==> src/rtl/pipe_stage_reg.sv <==
// Two-entry skid-buffer pipeline stage with registered ready, flush and BUBBLE fill.
// Optional bubble counter enabled by defining PIPE_PERF_CNT_EN.
module pipe_stage_reg #(
  parameter int unsigned WIDTH  = 32,
  parameter logic [31:0] BUBBLE = 32'h00000013
) (
  input  logic             clk_i,
  input  logic             rst_n_i,
  input  logic             valid_i,
  input  logic [WIDTH-1:0] data_i,
  output logic             ready_o,
  input  logic             flush_i,
  output logic             valid_o,
  output logic [WIDTH-1:0] data_o,
  input  logic             ready_i,
  output logic [1:0]       occupancy_o
`ifdef PIPE_PERF_CNT_EN
  ,
  output logic [15:0]      bubble_cnt_o
`endif
);

  localparam logic [1:0] ST_EMPTY = 2'd0;
  localparam logic [1:0] ST_ONE   = 2'd1;
  localparam logic [1:0] ST_TWO   = 2'd2;

  localparam logic [WIDTH-1:0] BUBBLE_W = WIDTH'(BUBBLE);

  logic [1:0]       state_q, state_d;
  logic [WIDTH-1:0] main_d;
  logic [WIDTH-1:0] skid_q, skid_d;
  logic             valid_d, ready_d;
  logic [1:0]       occ_d;
  logic             accept;
  logic             xfer_out;

  assign accept   = valid_i & ready_o;
  assign xfer_out = valid_o & ready_i;

  // Next state and entry contents; flush overrides any handshake this cycle.
  always_comb begin
    state_d = state_q;
    main_d  = data_o;
    skid_d  = skid_q;
    case (state_q)
      ST_EMPTY: begin
        if (accept) begin
          state_d = ST_ONE;
          main_d  = data_i;
        end
      end
      ST_ONE: begin
        if (accept && xfer_out) begin
          main_d = data_i;
        end else if (accept) begin
          state_d = ST_TWO;
          skid_d  = data_i;
        end else if (xfer_out) begin
          state_d = ST_EMPTY;
          main_d  = BUBBLE_W;
        end
      end
      ST_TWO: begin
        if (xfer_out) begin
          state_d = ST_ONE;
          main_d  = skid_q;
          skid_d  = BUBBLE_W;
        end
      end
      default: begin
        state_d = ST_EMPTY;
        main_d  = BUBBLE_W;
        skid_d  = BUBBLE_W;
      end
    endcase
    if (flush_i) begin
      state_d = ST_EMPTY;
      main_d  = BUBBLE_W;
      skid_d  = BUBBLE_W;
    end
    valid_d = (state_d != ST_EMPTY);
    ready_d = (state_d != ST_TWO);
    occ_d   = state_d;
  end

  always_ff @(posedge clk_i) begin
    if (!rst_n_i) begin
      state_q     <= ST_EMPTY;
      data_o      <= BUBBLE_W;
      skid_q      <= BUBBLE_W;
      valid_o     <= 1'b0;
      ready_o     <= 1'b1;
      occupancy_o <= 2'd0;
    end else begin
      state_q     <= state_d;
      data_o      <= main_d;
      skid_q      <= skid_d;
      valid_o     <= valid_d;
      ready_o     <= ready_d;
      occupancy_o <= occ_d;
    end
  end

`ifdef PIPE_PERF_CNT_EN
  // Saturating count of cycles where downstream was ready but we had nothing.
  always_ff @(posedge clk_i) begin
    if (!rst_n_i) begin
      bubble_cnt_o <= 16'd0;
    end else if (ready_i && !valid_o && (bubble_cnt_o != 16'hFFFF)) begin
      bubble_cnt_o <= bubble_cnt_o + 16'd1;
    end
  end
`else
  // No performance counter in this build.
`endif

endmodule

==> config.mk <==
export PLATFORM = sky130hd
export DESIGN_NAME = pipe_stage_reg
export DESIGN_NICKNAME = d
export VERILOG_FILES = /design/src/rtl/pipe_stage_reg.sv
export SDC_FILE = /design/constraint.sdc
export NUM_CORES = 1
export LEC_CHECK = 0
export ABC_AREA = 0
export CAP_MARGIN = 25
export CORE_ASPECT_RATIO = 1.1
export CORE_MARGIN = 5
export CORE_UTILIZATION = 53
export CTS_CLUSTER_DIAMETER = 150
export DETAILED_ROUTE_END_ITERATION = 6
export PLACE_DENSITY = 0.85
export SLEW_MARGIN = 20
export SYNTH_ARGS = -nofsm -noshare
export SYNTH_HDL_FRONTEND = slang
export SYNTH_SLANG_ARGS = --single-unit
==> constraint.sdc <==
create_clock -name clk_i -period 2.6 [get_ports clk_i]
set_input_delay 0.52 -clock clk_i [delete_from_list [all_inputs] [get_ports clk_i]]
set_output_delay 0.52 -clock clk_i [all_outputs]
set_load 0.02 [all_outputs]
Yosys cells after proc, flatten, opt, wreduce, memory -nomap -nowiden
Index checks and enable logic that the tools add are counted.
Word-level totals
  register bits: 68
  bits of input ports: 37
Cells by class
  equality and inequality tests: 9
  multiplexer cells: 15
  bitwise logic cells: 4
  reductions and logical operators: 6
Operators by type and width (count)
  two-way mux 32 bit: 6
  case mux 32 bit (3 select lines): 2
  two-way mux 2 bit: 6
  != test 2 bit, second input constant: 5
  AND reduction 4 bit: 2
  != test 3 bit, second input constant: 2
  case mux 2 bit (3 select lines): 1
  AND 1 bit: 2
  == test 2 x 1 -> 1 bit, second input constant: 1
  == test 2 bit, second input constant: 1
  zero test 2 bit: 1
  inverter 1 bit: 2
  nonzero test 2 bit: 1
  OR reduction 2 bit: 1
  logical AND 1 bit: 1

Logic depth before layout (Yosys ltp)
  word-level depth: 7
  depth in mapped cells: 7
  mapped depth without buffers: 4

Worst setup path after synthesis
No wires, ideal clock.
  kind: register to register
  start point: register state_q[0]
  end point: register data_o[10]
  library setup time: 0.136 ns
  data arrival time: 1.469 ns
  required time: 2.464 ns
  slack: 0.994 ns
  cell stages (with the launch flop): 8
  buffers on the path: 3
  clock period less this slack: 1.606 ns
  cell sequence: dfxtp_1 buf_6 nor2_2 a22o_1 and2_4 buf_6 buf_6 o2bb2ai_2
On the way
  word-level cells in the longest chain between the ends: 3
  elaborated cells on any way between the ends: 9
  classes of those cells: eq/ne: 6; mux: 1; reduce/logical: 2
RTL lines
  start: declaration: RTL line 29  | logic [1:0] state_q, state_d;
  start signal: assignment: RTL line 95  | state_q <= state_d;
  == test 2 x 1 -> 1 bit, or another cell as far along: RTL line 45  | case (state_q)
  != test 3 bit (no line) or != test 2 bit (tied branches)
  AND reduction 4 bit (no line)
  end signal: assignment: RTL line 96  | data_o <= main_d;
  end: declaration: RTL line 14  | output logic [WIDTH-1:0] data_o,
Several ways; a longest one is shown, not always the timed one.
A chain may end at the register's enable or synchronous reset.

==> impl_metrics.tcl <==
set metrics [dict create \
    grt_pass1_vias 2421 \
    netlist_area_um2 2990 \
    cts_sinks 68 \
    ant_nets 0 \
    drcViolationCount 0 \
    die_w_um 81.6 \
    p_seq_frac 0.479 \
    synth_top_cell_area_share 0.455 \
    synth-simple-area-share 0.126 \
    netlist_instances 293 \
    grt_usage 0.212 \
    cts_buffers 9 \
    rsz0062_at_grt "no" \
    cts_buffer_depth 2 \
    drive_gt1_frac 0.144 \
    ys_seq_area_frac 0.455 \
    top_usage_layer "met2" \
    gp_congestion 0.829 \
    finalCritPeriodShare 0.853 \
    die_h_um 88.8 \
    grtUsageMet2 0.336 \
    status "completed" \
    globalRouteMet3Util 0.0621 \
    start_util 0.550 \
    port-buffer-count 72 \
    drt_iter0_markers 156 \
    worstMarginPinSlew_ns 0.541 \
    setup-violations-final 0 \
    final_nets 393 \
    worst-setup-path-type "flip-flop to primary output" \
    crit_arrival_ns 1.70 \
    crit_chain "clkdlybuf4s50_1" \
    crit_path_end_kind "primary output" \
    p_sw_w 0.000560 \
    drv_cap 0 \
    antenna_found_initial 0 \
    comb_power_share 0.125 \
    core_region_area_um2 5430 \
    place_inst 420 \
    dieArea_um2 7240 \
    ios 73 \
    post-route-min-period_ns 2.22 \
    relSlewSlack 0.639 \
    clk_latency_ns 0.35 \
    vias 2434 \
    clk_pin_slew_ns 0.07 \
    clock_skew_ns 0.00564 \
    place_hpwl_mm 4.82 \
    post_drt_wl_per_cell_um 16.4 \
    synth_area_leaders "dfxtp_1, mux2i_1, o2bb2ai_2" \
    slowest_stage "clkdlybuf4s50_1" \
    via_per_inst 5.58 \
    start_kind "flip-flop" \
    cts-root-buf "clkbuf_8" \
    fp-row-count 28 \
    synth_compound_area_frac 0.246 \
    cp_slowest_stage_delay_ns 0.70 \
    yosys.area_share.xor_xnor 0.00293 \
    worst-path-buf-inv 1 \
    power.leakage_nw 1.31 \
    power_density_nw_per_um2 571 \
    synth_fp_nets 330 \
    critPathTopFamily "buffers and inverters" \
    cts_setup_buffers 0 \
    synth_top_family_by_area "compound AO/OA/AOI/OAI gates" \
    vdd_drop_max_v 0.000489 \
    grt_use_met1 0.275 \
    synthAdderAreaFrac 0 \
    final_common_cell "clkdlybuf4s50_1" \
    grt_max_degree 38 \
    yosys_most_used_dff "dfxtp_1" \
    grt_first_pass_wirelength_mm 11.7 \
    path_max_fanout 14 \
    layout_common_cells "clkdlybuf4s50_1, dfxtp_1, nand2_1, mux2i_1, a32oi_1" \
    cts_tree "done" \
    max_freq_ghz 0.451 \
    fin_tns_setup_ns 0 \
    cts_resized 0 \
    diodes 0 \
    p_int_w 0.00169 \
    synth_mux_area_frac 0.107 \
    synthArstFlopShare 0 \
    critPathRequiredTime_ns 2.08 \
    h-tree-depth 3 \
    synth_edf_count 0 \
    grt_overflow 0 \
    hp-class "flip-flop to flip-flop" \
    synth_top_area_cell "dfxtp_1" \
    finalNonFillerCells 436 \
    area_growth_syn_to_layout_pct 31.9 \
    synth_cell_type_count 37 \
    slew_viol_final 0 \
    yosys_warnings 0 \
    hold_viol_final 0 \
    drt_wl_total_mm 7.16 \
    first_pass_iters 4 \
    switching_share 0.249 \
    clockPowerShare 0.396 \
    ys_ff_latch 68 \
    avgSynthCellArea_um2 10.2 \
    holdBufCountCts 0 \
]
[power by group through the flow]
stage	combinational (W)	clock [W]	sequential [W]
after floorplan	0.000132	0	0.00112
after global placement	0.000278	0	0.00110
after detailed placement	0.000282	0	0.00110
after CTS	0.000283	0.000905	0.00108
after global routing	0.000302	0.000944	0.00108
final	0.000281	0.000891	0.00108
[metrics by stage]
step	utilization	total power [W]	instance area, µm²	setup slack (ns)	hold slack, ns
4_1_cts	0.726	0.00227	3940	0.363	0.460
3_3_place_gp	0.689	0.00138	3740	0.317	0.442
6_report	0.726	0.00225	3940	0.383	0.460
2_1_floorplan	-	0.00125	2990	0.994	0.435
5_1_grt	0.726	0.00233	3940	0.284	0.479
3_5_place_dp	0.689	0.00138	3740	0.244	0.445
[logic make-up (layout without fill, tap and decap cells)]
group	count (synthesis)	after routing
AO/OA/AOI/OAI	73	73
flip-flops	68	68
multiplexers	32	32
XOR/XNOR	1	1
AND/OR/NAND/NOR	88	88
buffers and inverters	31	99
[routing by layer]
layer,vias to the layer above,wire [µm]
li1,1199,-
met4,0,100
met1,1162,3160
met5,-,0
met3,11,455
met2,62,3450
[worst paths after layout]
kind	startpoint	to	slack, ns	depth (start not counted)
worst min-delay path	skid_q[19]	skid_q[19]	0.46	2
worst min register to register	skid_q[19]	skid_q[19]	0.46	2
worst max register to register	valid_o	skid_q[9]	0.84	5
worst max-delay path	state_q[1]	occupancy_o[1]	0.38	1
[cell usage after synthesis (3+ instances only)]
library cell / count
buf_6: 7
o2bb2ai_1: 8
mux2i_1: 32
nor3_1: 3
clkbuf_1: 11
o2bb2ai_2: 20
nand2_1: 64
buf_2: 9
a21oi_1: 5
a32oi_1: 28
nor2_1: 8
o22a_1: 3
dfxtp_1: 68
[final cells by class]
class	instances	area, µm²
well taps	75	93.8
inverters	1	3.75
multi-input cells	194	1460
repair buffers	82	821
flip-flops and latches	68	1360
clock inverters	4	47.5
fillers	402	1490
clock buffers	12	155
[sequential cells by signal, summed over array words and instances, names as in the netlist]
register / cells
skid_q: 32
valid_o: 1
ready_o: 1
state_q: 2
data_o: 32
Power figures use the tool's default switching activity.
